<file path="src/rtl/picorv_uart_tx_if.sv">
// ---------------------------------------------------------------------------
// picorv_uart_tx_if
//
// picorv32 native memory bus as seen by one slave on the shared mem_* bus.
//
// Signals:
//   mem_valid  request valid, held by the CPU until mem_ready
//   mem_instr  instruction fetch flag
//   mem_addr   byte address
//   mem_wdata  write data
//   mem_wstrb  byte strobes, all-zero means read
//   mem_ready  one-cycle acknowledge from the slave
//   mem_rdata  read data, valid while mem_ready is high
//   hit        slave address decode, used by the top-level bus mux
//
// Modports:
//   master  CPU side (drives the request, receives ack/data/hit)
//   slave   peripheral side (receives the request, drives ack/data/hit)
// ---------------------------------------------------------------------------
interface picorv_uart_tx_if;
    logic        mem_valid;
    logic        mem_instr;
    logic [31:0] mem_addr;
    logic [31:0] mem_wdata;
    logic [3:0]  mem_wstrb;
    logic        mem_ready;
    logic [31:0] mem_rdata;
    logic        hit;

    modport master (
        output mem_valid, mem_instr, mem_addr, mem_wdata, mem_wstrb,
        input  mem_ready, mem_rdata, hit
    );

    modport slave (
        input  mem_valid, mem_instr, mem_addr, mem_wdata, mem_wstrb,
        output mem_ready, mem_rdata, hit
    );
endinterface

</file>
<file path="src/rtl/picorv_uart_tx.sv">
// ---------------------------------------------------------------------------
// picorv_uart_tx
//
// Memory-mapped console transmitter for the picorv32 native bus. Bytes
// written to the DATA register are queued in a small FIFO and sent on
// uart_tx as 8N1 frames (8E1 when UART_TX_PARITY_EN is defined).
//
// Register map:
//   BASE_ADDR      DATA    write: queue wdata[7:0] (needs wstrb[0]); read: 0
//   BASE_ADDR + 4  STATUS  read: {16'b0, level[7:0], 6'b0, tx_busy, full}
//
// Parameters:
//   BASE_ADDR  address of the DATA register
//   CLK_DIV    clock cycles per UART bit (2..65535)
//   FIFO_AW    FIFO address width, depth = 2**FIFO_AW
//
// Ports:
//   clk      system clock, rising edge
//   resetn   synchronous active-low reset
//   bus      picorv_uart_tx_if.slave (mem_* request, mem_ready/mem_rdata, hit)
//   uart_tx  serial output, idle high
//   tx_busy  FIFO non-empty or frame in progress (registered, aligned to line)
//
// Optional feature:
//   `define UART_TX_PARITY_EN inserts an even-parity bit between the data
//   bits and the stop bit (frame = 11 bit times).
// ---------------------------------------------------------------------------
module picorv_uart_tx #(
    parameter logic [31:0] BASE_ADDR = 32'h1000_0000,
    parameter int unsigned CLK_DIV   = 868,
    parameter int unsigned FIFO_AW   = 4
) (
    input  logic              clk,
    input  logic              resetn,
    picorv_uart_tx_if.slave   bus,
    output logic              uart_tx,
    output logic              tx_busy
);

    localparam int unsigned         DEPTH       = 2 ** FIFO_AW;
    localparam logic [31:0]         DATA_ADDR   = BASE_ADDR;
    localparam logic [31:0]         STATUS_ADDR = BASE_ADDR + 32'd4;
    localparam logic [15:0]         BAUD_LAST   = 16'(CLK_DIV - 1);
    localparam logic [FIFO_AW-1:0]  PTR_ONE     = FIFO_AW'(1);
    localparam logic [FIFO_AW:0]    LVL_ONE     = (FIFO_AW + 1)'(1);
    localparam logic [FIFO_AW:0]    LVL_FULL    = (FIFO_AW + 1)'(DEPTH);

    typedef enum logic [2:0] {
        ST_IDLE,
        ST_START,
        ST_DATA,
        ST_PARITY,
        ST_STOP
    } tx_state_t;

    // -----------------------------------------------------------------------
    // State
    // -----------------------------------------------------------------------
    tx_state_t          state;
    logic [15:0]        baud_cnt;
    logic [2:0]         bit_cnt;
    logic [7:0]         shift_reg;
`ifdef UART_TX_PARITY_EN
    logic               parity_bit;
`endif

    logic [7:0]         fifo_mem [DEPTH];
    logic [FIFO_AW-1:0] wr_ptr;
    logic [FIFO_AW-1:0] rd_ptr;
    logic [FIFO_AW:0]   level;

    // -----------------------------------------------------------------------
    // Combinational decode and control
    // -----------------------------------------------------------------------
    logic        is_data;
    logic        is_status;
    logic        push_req;
    logic        accept;
    logic        push;
    logic        pop;
    logic        status_rd;
    logic        fifo_full;
    logic        fifo_empty;
    logic        baud_last;
    logic        line_bit;
    logic [31:0] status_word;

    // Only the low byte of the write data carries a character.
    logic unused_wdata;
    assign unused_wdata = ^bus.mem_wdata[31:8];

    // Exact 32-bit compares also enforce mem_addr[1:0] == 0, since both
    // register addresses are word aligned.
    assign is_data   = (bus.mem_addr == DATA_ADDR);
    assign is_status = (bus.mem_addr == STATUS_ADDR);
    assign bus.hit   = bus.mem_valid && (is_data || is_status);

    assign fifo_full  = (level == LVL_FULL);
    assign fifo_empty = (level == '0);
    assign baud_last  = (baud_cnt == BAUD_LAST);

    assign status_word = {16'b0, 8'(level), 6'b0, tx_busy, fifo_full};

    // NOTE: every signal assigned in an always_comb gets a default before any
    // branch, so no path can leave it unassigned and infer a latch.
    always_comb begin
        push_req  = 1'b0;
        accept    = 1'b0;
        push      = 1'b0;
        status_rd = 1'b0;
        pop       = 1'b0;

        // mem_ready high means the CPU is still holding last cycle's request;
        // it must not be acknowledged a second time.
        if (bus.hit && !bus.mem_ready) begin
            push_req  = !bus.mem_instr && is_data && bus.mem_wstrb[0];
            // A push into a full FIFO is withheld (CPU stalls), even if a pop
            // frees a slot this same cycle; it is accepted next cycle.
            accept    = !(push_req && fifo_full);
            push      = push_req && !fifo_full;
            status_rd = !bus.mem_instr && is_status && (bus.mem_wstrb == 4'b0000);
        end

        if (!fifo_empty) begin
            pop = (state == ST_IDLE) || (state == ST_STOP && baud_last);
        end
    end

    always_comb begin
        line_bit = 1'b1;
        case (state)
            ST_START:  line_bit = 1'b0;
            ST_DATA:   line_bit = shift_reg[0];
`ifdef UART_TX_PARITY_EN
            ST_PARITY: line_bit = parity_bit;
`endif
            default:   line_bit = 1'b1;
        endcase
    end

    // -----------------------------------------------------------------------
    // Bus acknowledge
    // -----------------------------------------------------------------------
    // NOTE: sequential state is updated with non-blocking assignments only, so
    // every register samples the pre-edge values regardless of block order.
    always_ff @(posedge clk) begin
        if (!resetn) begin
            bus.mem_ready <= 1'b0;
            bus.mem_rdata <= '0;
        end else begin
            bus.mem_ready <= accept;
            bus.mem_rdata <= status_rd ? status_word : '0;
        end
    end

    // -----------------------------------------------------------------------
    // FIFO
    // -----------------------------------------------------------------------
    // NOTE: the storage array has no reset; emptiness is defined by the
    // pointers and level, so resetting the data would only cost logic.
    always_ff @(posedge clk) begin
        if (push) begin
            fifo_mem[wr_ptr] <= bus.mem_wdata[7:0];
        end
    end

    always_ff @(posedge clk) begin
        if (!resetn) begin
            wr_ptr <= '0;
            rd_ptr <= '0;
            level  <= '0;
        end else begin
            if (push) begin
                wr_ptr <= wr_ptr + PTR_ONE;
            end
            if (pop) begin
                rd_ptr <= rd_ptr + PTR_ONE;
            end
            case ({push, pop})
                2'b10:   level <= level + LVL_ONE;
                2'b01:   level <= level - LVL_ONE;
                default: level <= level;
            endcase
        end
    end

    // -----------------------------------------------------------------------
    // Transmit state machine
    // -----------------------------------------------------------------------
    // uart_tx and tx_busy are registered from the current state, so the line
    // lags the state by one cycle. This puts the start bit two cycles after
    // the ack cycle and drops tx_busy exactly as the stop bit ends.
    always_ff @(posedge clk) begin
        if (!resetn) begin
            state      <= ST_IDLE;
            baud_cnt   <= '0;
            bit_cnt    <= '0;
            shift_reg  <= '0;
`ifdef UART_TX_PARITY_EN
            parity_bit <= 1'b0;
`endif
            uart_tx    <= 1'b1;
            tx_busy    <= 1'b0;
        end else begin
            uart_tx <= line_bit;
            tx_busy <= (state != ST_IDLE) || !fifo_empty;

            case (state)
                ST_IDLE: begin
                    baud_cnt <= '0;
                    if (pop) begin
                        shift_reg  <= fifo_mem[rd_ptr];
`ifdef UART_TX_PARITY_EN
                        parity_bit <= ^fifo_mem[rd_ptr];
`endif
                        bit_cnt    <= '0;
                        state      <= ST_START;
                    end
                end

                ST_START: begin
                    if (baud_last) begin
                        baud_cnt <= '0;
                        bit_cnt  <= '0;
                        state    <= ST_DATA;
                    end else begin
                        baud_cnt <= baud_cnt + 16'd1;
                    end
                end

                ST_DATA: begin
                    if (baud_last) begin
                        baud_cnt  <= '0;
                        shift_reg <= {1'b0, shift_reg[7:1]};
                        if (bit_cnt == 3'd7) begin
`ifdef UART_TX_PARITY_EN
                            state <= ST_PARITY;
`else
                            state <= ST_STOP;
`endif
                        end else begin
                            bit_cnt <= bit_cnt + 3'd1;
                        end
                    end else begin
                        baud_cnt <= baud_cnt + 16'd1;
                    end
                end

`ifdef UART_TX_PARITY_EN
                ST_PARITY: begin
                    if (baud_last) begin
                        baud_cnt <= '0;
                        state    <= ST_STOP;
                    end else begin
                        baud_cnt <= baud_cnt + 16'd1;
                    end
                end
`endif

                ST_STOP: begin
                    if (baud_last) begin
                        baud_cnt <= '0;
                        // Back-to-back frames: next start bit follows the stop
                        // bit with no idle gap.
                        if (pop) begin
                            shift_reg  <= fifo_mem[rd_ptr];
`ifdef UART_TX_PARITY_EN
                            parity_bit <= ^fifo_mem[rd_ptr];
`endif
                            bit_cnt    <= '0;
                            state      <= ST_START;
                        end else begin
                            state <= ST_IDLE;
                        end
                    end else begin
                        baud_cnt <= baud_cnt + 16'd1;
                    end
                end

                default: begin
                    baud_cnt <= '0;
                    state    <= ST_IDLE;
                end
            endcase
        end
    end

endmodule

</file>
<file path="src/flat_wrapper.sv">
// flat-port wrapper written by rule: the top's interface ports become plain ports
module picorv_uart_tx_flat 
#(
    parameter logic [31:0] BASE_ADDR = 32'h1000_0000,
    parameter int unsigned CLK_DIV   = 868,
    parameter int unsigned FIFO_AW   = 4
)
  (clk, resetn, uart_tx, tx_busy, bus_mem_valid, bus_mem_instr, bus_mem_addr, bus_mem_wdata, bus_mem_wstrb, bus_mem_ready, bus_mem_rdata, bus_hit);
  picorv_uart_tx_if bus_i ();
  input  logic clk;
  input  logic resetn;
  output logic uart_tx;
  output logic tx_busy;
  input wire logic [$bits(bus_i.mem_valid)-1:0] bus_mem_valid;
  input wire logic [$bits(bus_i.mem_instr)-1:0] bus_mem_instr;
  input wire logic [$bits(bus_i.mem_addr)-1:0] bus_mem_addr;
  input wire logic [$bits(bus_i.mem_wdata)-1:0] bus_mem_wdata;
  input wire logic [$bits(bus_i.mem_wstrb)-1:0] bus_mem_wstrb;
  output wire logic [$bits(bus_i.mem_ready)-1:0] bus_mem_ready;
  output wire logic [$bits(bus_i.mem_rdata)-1:0] bus_mem_rdata;
  output wire logic [$bits(bus_i.hit)-1:0] bus_hit;
  assign bus_i.mem_valid = bus_mem_valid;
  assign bus_i.mem_instr = bus_mem_instr;
  assign bus_i.mem_addr = bus_mem_addr;
  assign bus_i.mem_wdata = bus_mem_wdata;
  assign bus_i.mem_wstrb = bus_mem_wstrb;
  assign bus_mem_ready = bus_i.mem_ready;
  assign bus_mem_rdata = bus_i.mem_rdata;
  assign bus_hit = bus_i.hit;
  picorv_uart_tx #(.BASE_ADDR(BASE_ADDR), .CLK_DIV(CLK_DIV), .FIFO_AW(FIFO_AW)) u_core (.clk(clk), .resetn(resetn), .bus(bus_i), .uart_tx(uart_tx), .tx_busy(tx_busy));
endmodule
</file>
<file path="config.mk">
export PLATFORM = sky130hd
export DESIGN_NAME = picorv_uart_tx_flat
export DESIGN_NICKNAME = d
export VERILOG_FILES = /design/src/rtl/picorv_uart_tx_if.sv /design/src/rtl/picorv_uart_tx.sv /design/src/flat_wrapper.sv
export SDC_FILE = /design/constraint.sdc
export NUM_CORES = 1
export LEC_CHECK = 0
export BUFFER_PORTS_ARGS = -buffer_cell sky130_fd_sc_hd__buf_2
export CORE_MARGIN = 5
export CORE_UTILIZATION = 57
export DETAILED_ROUTE_END_ITERATION = 10
export HOLD_SLACK_MARGIN = 0.15
export PLACE_DENSITY = 0.82
export SETUP_SLACK_MARGIN = 0.5
export SYNTH_ARGS = -nofsm -noshare
export SYNTH_HDL_FRONTEND = slang
export SYNTH_SLANG_ARGS = --single-unit
</file>
<file path="constraint.sdc">
create_clock -name clk -period 4.1 [get_ports clk]
set_input_delay 0.205 -clock clk [delete_from_list [all_inputs] [get_ports clk]]
set_output_delay 0.205 -clock clk [all_outputs]
set_load 0.01 [all_outputs]
</file>
After elaboration in Yosys (flattened, before gate mapping)

Memory sizes are Yosys's and may differ from the RTL's. A register that Yosys moved wholly into a read port is not among the register bits.
Cells that the tools add are included.

Register bits after elaboration: 78
Memory bits (writable): 128
Input port bits: 72
Output and inout port bits: 36
Word-level logic and storage cells: 94
Memories: 1

Memory list:

| memory          | depth | width | read ports | clocked after memory_dff | write ports | line                 | RTL |
|---|---|---|---|---|---|---|---|
| u_core.fifo_mem | 16    | 8     | 1          | 1                        | 1           | picorv_uart_tx.sv:67 | `logic [7:0] fifo_mem [DEPTH];` |

Add/subtract/negate cells: 6
Equality and inequality tests: 16
Mux-type cells: 26
Bitwise gates (word level): 2
Reduce and logical (&&, ||, !) cells: 31

Operator list:

| kind                  | number |
|---|---|
| $eq 32x29->1 const B  | 2 |
| $mux 3                | 10 |
| $mux 8                | 3 |
| $pmux 3 s4            | 2 |
| $pmux 8 s3            | 1 |
| $add 16x1->16 const B | 1 |
| $eq 16x10->1 const B  | 1 |
| $ne 2x1->1 const B    | 5 |
| $pmux 5 s2            | 1 |
| $reduce_and 5->1      | 2 |
| $logic_and 1x1->1     | 9 |
| $add 4x1->4 const B   | 2 |
| $mux 4                | 2 |
| $eq 3x3->1 const B    | 2 |
| $mux 1                | 6 |
| $reduce_bool 3->1     | 2 |
| $reduce_or 3->1       | 2 |
| $add 5x1->5 const B   | 1 |
| $eq 5x5->1 const B    | 1 |
| $logic_not 1->1       | 5 |
| $logic_not 5->1       | 1 |
| $sub 5x1->5 const B   | 1 |
| $logic_not 4->1       | 1 |
| $reduce_and 2->1      | 2 |
| other kinds (13)      | 16 |

Longest topological paths before layout

Gate-level depths: netlist of run 1.

Depth in word-level cells: 7
Gate-level depth with buffers: 16
Mapped depth without buffers: 13

Worst setup path before layout of run 1

No wires, ideal clock.

Path type: in2reg
Start point: input port bus_mem_addr[18]
End point: register u_core.level[4]
Library setup time: 0.122 ns
Arrival: 3.079 ns
Required time: 3.978 ns
Path slack: 0.900 ns
Stages on the path: 15
Path buffers: 2
Path through: nor4_2 nand3_1 or4_4 nor2_4 clkbuf_1 inv_1 ha_1 clkbuf_1 xor2_1 ha_1 a21oi_1 o22ai_1 a222oi_1 or3_1 a21oi_1

Word-level cells in the longest chain between the ends: 7

RTL lines:

| what                                                  | line                                         | RTL |
|---|---|---|
| start, declared                                       | flat_wrapper.sv:16                           | `input wire logic [$bits(bus_i.mem_addr)-1:0] bus_mem_addr;` |
| $eq 32x29->1 (on tied branches)                       | picorv_uart_tx.sv:94, picorv_uart_tx.sv:95   |  |
| $logic_and 1x1->1 or $logic_or 1x1->1 (tied branches) | picorv_uart_tx.sv:116, picorv_uart_tx.sv:96  |  |
| $logic_and 1x1->1 (on tied branches)                  | picorv_uart_tx.sv:116, picorv_uart_tx.sv:96  |  |
| $logic_and 1x1->1 (on tied branches)                  | picorv_uart_tx.sv:120, picorv_uart_tx.sv:115 |  |
| $mux 1 (*)                                            | picorv_uart_tx.sv:115                        | `if (bus.hit && !bus.mem_ready) begin` |
| $eq 2x1->1 or $eq 2x2->1 (tied branches)              | picorv_uart_tx.sv:179                        | `case ({push, pop})` |
| $pmux 5 s2 or $reduce_bool 2->1 (tied branches)       | -                                            |  |
| end signal, assigned                                  | picorv_uart_tx.sv:180                        | `2'b10: level <= level + LVL_ONE;` |
| end signal, assigned                                  | picorv_uart_tx.sv:181                        | `2'b01: level <= level - LVL_ONE;` |
| end signal, assigned                                  | picorv_uart_tx.sv:182                        | `default: level <= level;` |
| end, declared                                         | picorv_uart_tx.sv:70                         | `logic [FIFO_AW:0] level;` |

Every way passes the cells marked *; elsewhere a longest branch is shown, timed or not.
A chain may end at the register's enable or synchronous reset.

Worst setup path in the final report of run 1

Start point: register u_core.baud_cnt[0]
End point: register u_core.level[4]

Word-level cells in the longest chain between the ends: 6

RTL lines:

| what                                            | line                  | RTL |
|---|---|---|
| start, declared                                 | picorv_uart_tx.sv:60  | `logic [15:0] baud_cnt;` |
| start signal, assigned                          | picorv_uart_tx.sv:227 | `baud_cnt <= baud_cnt + 16'd1;` |
| start signal, assigned                          | picorv_uart_tx.sv:245 | `baud_cnt <= baud_cnt + 16'd1;` |
| start signal, assigned                          | picorv_uart_tx.sv:276 | `baud_cnt <= baud_cnt + 16'd1;` |
| $eq 16x10->1 (*)                                | picorv_uart_tx.sv:100 | `assign baud_last = (baud_cnt == BAUD_LAST);` |
| $logic_and 1x1->1 (*)                           | picorv_uart_tx.sv:125 | `pop = (state == ST_IDLE) \|\| (state == ST_STOP && baud_last);` |
| $logic_or 1x1->1 (*)                            | picorv_uart_tx.sv:125 |  |
| $mux 1 (*)                                      | picorv_uart_tx.sv:124 | `if (!fifo_empty) begin` |
| via u_core.pop                                  | picorv_uart_tx.sv:80  | `logic pop;` |
| $eq 2x1->1 or $eq 2x2->1 (tied branches)        | picorv_uart_tx.sv:179 |  |
| $pmux 5 s2 or $reduce_bool 2->1 (tied branches) | -                     |  |

The timed path passes the listed nets; every way through them passes the cells marked *.

==> results of run 1 <==
[metal layers]
metal / track usage (%) / wire [microns]
met1: 26.8 / 6270
met2: 34.3 / 7930
met3: 3.38 / 1320
met4: 8.08 / 400
met5: 0 / 0
[placed cells by master, fill, tap and decap left out, drive strengths merged, types with 8 or more instances in the layout]
cell type,Yosys,routed
a21oi,16,16
and3,15,15
buf,33,62
clkbuf,15,18
conb,1,25
dfxtp,57,57
edfxtp,128,128
ha,11,11
inv,20,30
mux2i,19,19
mux4,32,32
nand2,23,23
nand3,15,15
nor2,33,33
nor3,14,14
nor4,10,10
o21ai,11,11
o22ai,15,15
xnor2,12,12
xor2,8,8
[cells by family after synthesis]
| family | Yosys count | share of synthesized area [%] |
|---|---|---|
| buffers and inverters | 69 | 4.58 |
| muxes | 52 | 11.8 |
| AOI/OAI and AO/OA | 62 | 4.95 |
| DFF | 185 | 63.6 |
| xor gates and xnor gates | 20 | 2.24 |
| other | 1 | 0.0479 |
| and+or+nand+nor | 153 | 11.0 |
| adders and majority gates | 11 | 1.76 |
[per-stage QoR]
| step | worst slack (ps) | cell area [sq um] | instances | power [mW] |
|---|---|---|---|---|
| 6_report | 905 | 8790 | 803 | 3.61 |
| 5_1_grt | 586 | 8790 | 803 | 3.73 |
| 4_1_cts | 738 | 8790 | 803 | 3.63 |
| 3_5_place_dp | 626 | 8190 | 767 | 2.09 |
| 3_3_place_gp | 775 | 8190 | 767 | 2.09 |
| 2_1_floorplan | 900 | 7920 | 577 | 2.07 |
[power breakdown]
group | internal, mW | total, mW | leakage [nW] | switching, mW
sequential | 1.99 | 1.99 | 1.61 | 0.0000000000250
clock | 0.808 | 1.56 | 0.273 | 0.747
combinational | 0.0209 | 0.0652 | 1.09 | 0.0443
total | 2.82 | 3.61 | 2.97 | 0.791
[worst paths after layout]
check                           cells after the start          startpoint                endpoint  slack [ps]
worst min-delay path                                1    bus_mem_wdata[2]  u_core.fifo_mem[15][2]         160
worst min register to register                      1  u_core.baud_cnt[0]      u_core.baud_cnt[0]         470
worst max-delay path                               12  u_core.baud_cnt[0]         u_core.level[4]         910
worst max register to register                     12  u_core.baud_cnt[0]         u_core.level[4]         910
[repair_timing]
item,in CTS,in global routing
hold buffers,4,0
gates resized for setup,0,3
endpoints found under the setup margin,0,1
buffers inserted,0,0
hold endpoints to repair,5,0
[worst max-delay path, cell delays in order, from the launching register on]
cell,delay [ps]
dfxtp_1,380
ha_1,250
nor4b_1,280
and4_2,390
o21a_1,270
ha_2,300
xor2_1,90
ha_1,200
a21oi_2,170
o22ai_1,110
a222oi_1,410
o21ai_0,140
a21oi_1,130
[final cells by class]
cell class / count / area [sq um]
Tap cell: 176 / 220
Clock buffer: 18 / 429
Timing Repair Buffer: 66 / 360
Sequential cell: 185 / 4990
Multi-Input combinational cell: 323 / 2590
Clock inverter: 14 / 131
Inverter: 21 / 78.8
Fill cell: 906 / 4550
==> impl_metrics.ini, run 1 <==
[synth]
synthFlopType = edfxtp_1
yosysTopAreaCell = edfxtp_1
synthArstFlopShare_pct = 0
ys_seq_area_share_pct = 63.6
synth_area_leaders = edfxtp_1 (49%), dfxtp_1 (15%), mux4_2 (9.2%), mux2i_1 (2.4%), buf_4 (2.4%)
yosysTopAreaCellShare_pct = 49.1
yosys.cell_types.count = 56
ys_ff_latch = 185
syn_area_per_cell_sq_um = 14.2
syn_area_sq_um = 7830
ys.warnings.count = 0
syn-instance-count = 553
ys_top_cells_by_count = edfxtp_1 (128), dfxtp_1 (57), mux4_2 (32), nor2_1 (32), buf_4 (25)
synth-edff-count = 128
yosysMostFrequentCell = edfxtp_1

[pwr]
power_density_nw_per_um2 = 411
leakagePower_nw = 2.97
ir_drop_v = 0.000216

[timing]
fin_crit_sh_pct = 77.9
setup_viol = 0
drv_slew = 0
timing.final.crit_period_ps = 3190
fin_skew_ps = 7.03
relSlewSlack_pct = 55.6
max_freq_mhz = 313
tns_ps = 0
hold_viol_final = 0
holdWs_ps = 162
worst_slew_pin_slew_ps = 660
rsz0062_at_grt = false

[clock_network]
clkTransAtPathRegs_ps = 70
cts_buffer_depth = 2
htreeDepth = 4
root_buffer = clkbuf_16
cts_tree = built
worstSkewPairLatency_ps = 430
cts_buffers = 17
clock-sinks = 185

[global_routing]
grt_max_degree = 32
grt_pass1_vias = 4888
overflow = 0
antenna_found_initial = 0
grt_pass1_wl_microns = 25500
grt_usage_pct = 20.4

[route]
ant_nets = 0
routed-via-count = 4803
drtPass1Iterations = 4
wire_per_inst_microns = 19.8
viasPerCell = 5.98
wl_microns = 15900
drc = 0
drt_iter0_markers = 521

[final_layout]
drive_gt1_share_pct = 22.0
fin_util_pct = 65.9
syn_to_final_growth_pct = 12.3
n_antenna_cell = 0
largest_register_ffs = 128
fin_nets = 697

[floorplanning]
io_pins = 108
die-width_microns = 127
die_h_microns = 127
coreArea_sq_um = 13300
start_util_pct = 58.7
fp-row-count = 42
dieArea_sq_um = 16200

[worst_setup_path]
crit_fanout = 7
cp.arrival_ps = 3540
crit_path_end_kind = flop
cp.required_ps = 4450
worst-setup-path-type = flop to flop
cp-start-kind = flop

[min_path]
hold_class = input port to flop

[placement]
port_buffers = 58
gp_congestion = 0.853
dp_hpwl_microns = 10100

[run_status]
status = finished clean

[job]
drv_cap = 0
(Power assumes the default switching activity.)
==> run 2: changes to the inputs <==
--- a/config.mk
+++ b/config.mk
@@ -7,10 +7,10 @@
 export LEC_CHECK = 0
 export BUFFER_PORTS_ARGS = -buffer_cell sky130_fd_sc_hd__buf_2
 export CORE_MARGIN = 5
-export CORE_UTILIZATION = 57
+export CORE_UTILIZATION = 52
 export DETAILED_ROUTE_END_ITERATION = 10
 export HOLD_SLACK_MARGIN = 0.15
-export PLACE_DENSITY = 0.82
+export PLACE_DENSITY = 0.79
 export SETUP_SLACK_MARGIN = 0.5
 export SYNTH_ARGS = -nofsm -noshare
 export SYNTH_HDL_FRONTEND = slang
==> constraint.sdc (replaced) <==
create_clock -name clk -period 2.8 [get_ports clk]
set_input_delay 0.14 -clock clk [delete_from_list [all_inputs] [get_ports clk]]
set_output_delay 0.14 -clock clk [all_outputs]
set_load 0.01 [all_outputs]
==> run 2 against run 1 <==
  * Combinational power is 60% higher
  * Core utilization is 3.1 points lower
  * Clock power rose by 45%
  * First-iteration DRC count shrank 22%
  * Non-clock buffer count up 29
  * Critical path type unchanged
  * Maximum frequency grew 29%
  * Critical endpoint unchanged
  * Register-to-register slack got worse by 590 ps
==> impl_metrics.ini, run 2 (synthesis results as in run 1) <==
[global_routing]
grt_max_degree = 32
grt_pass1_wl_microns = 26000
overflow = 0
grt_usage_pct = 19.0
antenna_found_initial = 0
grt_pass1_vias = 4946

[floorplanning]
fp-row-count = 44
io_pins = 108
coreArea_sq_um = 14600
dieArea_sq_um = 17600
start_util_pct = 53.5
die-width_microns = 133
die_h_microns = 133

[clock_network]
cts_buffers = 17
clkTransAtPathRegs_ps = 70
worstSkewPairLatency_ps = 420
htreeDepth = 4
clock-sinks = 185
cts_tree = built
cts_buffer_depth = 2
root_buffer = clkbuf_16

[job]
drv_cap = 0

[route]
ant_nets = 0
wire_per_inst_microns = 19.6
viasPerCell = 5.89
routed-via-count = 4943
drt_iter0_markers = 407
wl_microns = 16500
drc = 0
drtPass1Iterations = 5

[worst_setup_path]
cp-start-kind = flop
worst-setup-path-type = flop to flop
crit_fanout = 3
crit_path_end_kind = flop
ff2ff_setup_slack_ps = 320
rr_endpoint = u_core.level[4]
cp.arrival_ps = 2790
r2r_cells = 12
cp.required_ps = 3110
worstReg2RegStart = u_core.baud_cnt[0]

[timing]
max_freq_mhz = 403
relSlewSlack_pct = 54.7
drv_slew = 0
fin_skew_ps = 9.85
timing.final.crit_period_ps = 2480
rsz0062_at_grt = true
setup_viol = 0
holdWs_ps = 209
fin_crit_sh_pct = 88.6
tns_ps = 0
hold_viol_final = 0
fin_ws_ps = 319
worst_slew_pin_slew_ps = 673

[min_path]
whs_path_depth = 6
hold_class = input port to flop
hold_start = bus_mem_addr[8]
hold_end = u_core.wr_ptr[1]

[placement]
gp_congestion = 0.858
dp_hpwl_microns = 10500
port_buffers = 58
pre_cts_slack_ps = -42.8

[pwr]
ir_drop_v = 0.000407
leakagePower_nw = 3.13
power_density_nw_per_um2 = 575

[final_layout]
final_cell_mix = edfxtp_1 (128), buf_2 (58), dfxtp_1 (51), nor2_1 (32), mux4_2 (32)
largest_register_ffs = 128
drive_gt1_share_pct = 26.7
fin_nets = 726
final_common_cell = edfxtp_1
n_antenna_cell = 0
syn_to_final_growth_pct = 17.3

[run_status]
status = finished clean
[run 2: metal layers]
layer	routed length, microns	share of wire (%)	track usage (%)
met1	6410	39	23.4
met2	8610	52	34.1
met3	1130	6.8	3.49
met4	303	1.8	6.06
met5	0	0	0
[run 2: how the worst max path moves through the flow]
stage	to	depth (start not counted)	startpoint	slack [ps]
after detailed placement	u_core.level[4]	14	bus_mem_addr[29]	-40
final	u_core.level[4]	12	u_core.baud_cnt[0]	320
after global placement	u_core.level[4]	14	bus_mem_addr[29]	60
after floorplan	u_core.level[4]	15	bus_mem_addr[24]	-60
after CTS	u_core.level[4]	12	u_core.baud_cnt[0]	320
after global routing	u_core.level[4]	12	u_core.baud_cnt[0]	150
[run 2: cell type report]
cell class | instances | area [sq um]
Multi-Input combinational cell | 323 | 2700
Fill cell | 1002 | 5450
Timing Repair Buffer | 95 | 614
Sequential cell | 185 | 4990
Clock inverter | 14 | 139
Clock buffer | 17 | 425
Inverter | 21 | 83.8
Tap cell | 184 | 230
[run 2: what timing repair did]
item                                   in CTS  in global routing
hold buffers                               12                  0
pin swaps                                   9                  8
endpoints found under the hold margin     136                  0
setup endpoints to repair                   5                  3
resized for setup                          19                  8
setup buffers                               5                  3
[run 2: metrics by stage]
step           area [sq um]  instances  power [mW]  utilization, %
6_report               9190        839        5.28            62.8
5_1_grt                9190        839        5.46            62.8
4_1_cts                9130        836        5.33            62.4
3_5_place_dp           8330        788        3.07            56.9
3_3_place_gp           8330        788        3.06            56.9
2_1_floorplan          7970        577        3.03               -
[run 2: power breakdown]
| group | internal, mW | switching, mW |
|---|---|---|
| sequential | 2.91 | 0.0000000000358 |
| combinational | 0.0383 | 0.0662 |
| clock | 1.24 | 1.02 |
| total | 4.20 | 1.09 |
[run 2: critical path: stages (launching register included)]
cell	delay [ps]
dfxtp_2	340
ha_4	160
nor4b_4	130
and4_4	210
o21a_4	210
ha_4	170
xor2_2	140
ha_2	190
a21oi_4	140
o22ai_1	90
a222oi_1	390
or3_1	170
a21oi_1	50
==> run 3: changes to the inputs <==
--- a/config.mk
+++ b/config.mk
@@ -5,6 +5,7 @@
 export SDC_FILE = /design/constraint.sdc
 export NUM_CORES = 1
 export LEC_CHECK = 0
+export ABC_AREA = 1
 export BUFFER_PORTS_ARGS = -buffer_cell sky130_fd_sc_hd__buf_2
 export CORE_MARGIN = 5
 export CORE_UTILIZATION = 52
==> run 3 against run 2 <==
  * Die area grew 5.1%
  * Largest power group unchanged
  * Core utilization is 1.3 points lower
  * Highest routed layer unchanged
  * Critical endpoint unchanged
  * Critical path type unchanged
  * Clock-buffer cell count did not move
==> impl_metrics.ini, run 3 <==
[pwr]
leakagePower_nw = 3.75
ir_drop_v = 0.000717
power_density_nw_per_um2 = 832

[global_routing]
grt_pass1_vias = 6014
grt_max_degree = 71
overflow = 0
grt_usage_pct = 20.4
antenna_found_initial = 0
grt_pass1_wl_microns = 29100

[timing]
drv_slew = 0
hold_viol_final = 0
fin_skew_ps = 8.18
timing.final.crit_period_ps = 2290
tns_ps = 0
max_freq_mhz = 437
relSlewSlack_pct = 47.7
rsz0062_at_grt = true
fin_crit_sh_pct = 81.7
setup_viol = 0
worst_slew_pin_slew_ps = 783
holdWs_ps = 176

[min_path]
hold_class = input port to flop

[floorplanning]
die-width_microns = 136
dieArea_sq_um = 18500
start_util_pct = 52.6
fp-row-count = 46
coreArea_sq_um = 15700
io_pins = 108
die_h_microns = 136

[final_layout]
n_antenna_cell = 0
final_cells = 1196
syn_to_final_growth_pct = 16.8
final_cell_mix = nor2_1 (208), edfxtp_1 (128), nand2_1 (101), inv_1 (71), o21ai_0 (61)
fin_nets = 1050
final_common_cell = nor2_1
drive_gt1_share_pct = 17.6
stdcell_area_sq_um = 9650
largest_register_ffs = 128

[clock_network]
htreeDepth = 4
clock-sinks = 185
cts_tree = built
cts_buffer_depth = 2
cts_buffers = 17
worstSkewPairLatency_ps = 440
root_buffer = clkbuf_16
clkTransAtPathRegs_ps = 70

[worst_setup_path]
cp.required_ps = 3130
cp-start-kind = flop
crit_path_end_kind = flop
crit_fanout = 2
cp.arrival_ps = 2620
worst-setup-path-type = flop to flop

[synth]
ys_top_cells_by_count = nor2_1 (213), edfxtp_1 (128), nand2_1 (103)
ys.warnings.count = 0
syn_area_sq_um = 8260
syn_area_per_cell_sq_um = 9.47
synthFlopType = edfxtp_1
synth_area_leaders = edfxtp_1 (47%), dfxtp_1 (14%), nor2_1 (9.7%), nand2_1 (4.7%), o21ai_0 (3.8%)
yosys.cell_types.count = 42
synth-edff-count = 128
ys_ff_latch = 185
yosysTopAreaCell = edfxtp_1
ys_seq_area_share_pct = 60.3
syn-instance-count = 873
yosysTopAreaCellShare_pct = 46.5
yosysMostFrequentCell = nor2_1
synthArstFlopShare_pct = 0

[route]
viasPerCell = 5.16
wl_microns = 18100
ant_nets = 0
drtPass1Iterations = 5
routed-via-count = 6174
wire_per_inst_microns = 15.1
drc = 0
drt_iter0_markers = 463

[job]
drv_cap = 0

[placement]
port_buffers = 58
place_inst = 1141
placed_cell_area_sq_um = 8830
dp_hpwl_microns = 11400
gp_congestion = 0.846

[run_status]
status = finished clean
## run 3: path summary, 6_finish.rpt
check | from | end | slack [ps] | cells after the start
setup / recovery | u_core.baud_cnt[0] | u_core.level[4] | 510 | 19
hold / removal | bus_mem_wstrb[2] | u_core.bus.mem_rdata[8] | 180 | 5
setup reg to reg | u_core.baud_cnt[0] | u_core.level[4] | 510 | 19
hold reg to reg | u_core.bit_cnt[1] | u_core.bit_cnt[1] | 470 | 2
## run 3: kinds of logic after synthesis
logic type	synth area share, %
AND/OR/NAND/NOR	21.4
AO/OA/AOI/OAI	8.43
other	0.0454
adder cells (fa/ha/maj)	1.67
XOR/XNOR	0.742
buffers and inverters	7.39
flip-flops	60.3
## run 3: area by class of cell
cell class / instances / area (sq um)
multi-input combinational: 582 / 2840
sequential: 185 / 5000
clock buffer: 17 / 425
clock inverter: 15 / 141
fill: 1278 / 6060
tap: 216 / 270
timing repair buffer: 104 / 682
inverter: 77 / 295
## run 3: critical path: stages, from the launching register on
cell and delay (ps):
dfxtp_4 360, ha_4 130, nand4_1 110, nor2_2 130, nand2_2 90, nand2_4 80, nand2_4 70, clkinv_4 50
ha_4 140, xor2_2 160, ha_2 180, inv_1 40, nand2_2 60, nand2_2 60, o21ai_2 140, inv_1 50
nand2_1 70, nand3_2 70, o21ai_1 140, a21oi_1 50
## run 3: through the flow
stage | setup WS [ps] | utilization (%) | total power, mW
after global routing | 334 | 61.4 | 8.51
final | 514 | 61.4 | 8.03
after CTS | 510 | 61.0 | 7.96
after global placement | 253 | 56.2 | 5.48
after detailed placement | 202 | 56.2 | 5.56
after floorplan | 384 | - | 5.03
## run 3: timing repair
item,in CTS,in global routing
buffers inserted,8,3
cloned,0,0
setup endpoints to repair,2,8
gates resized for setup,7,14
pin swaps,8,10
hold buffers,12,0
hold endpoints to repair,147,0
## run 3: where the power goes
part	internal (mW)	switching (mW)	total (mW)
Sequential	3.08	0.112	3.19
Clock	1.24	1.07	2.31
Combinational	0.887	1.65	2.53
## run 3: per-layer routing
layer | up-vias | global-route usage (%) | routed length [microns]
met5 | - | 0 | 0
met4 | 0 | 6.94 | 360
met3 | 33 | 5.44 | 1280
met2 | 178 | 34.3 | 8950
met1 | 2902 | 25.6 | 7500
li1 | 3061 | - | -
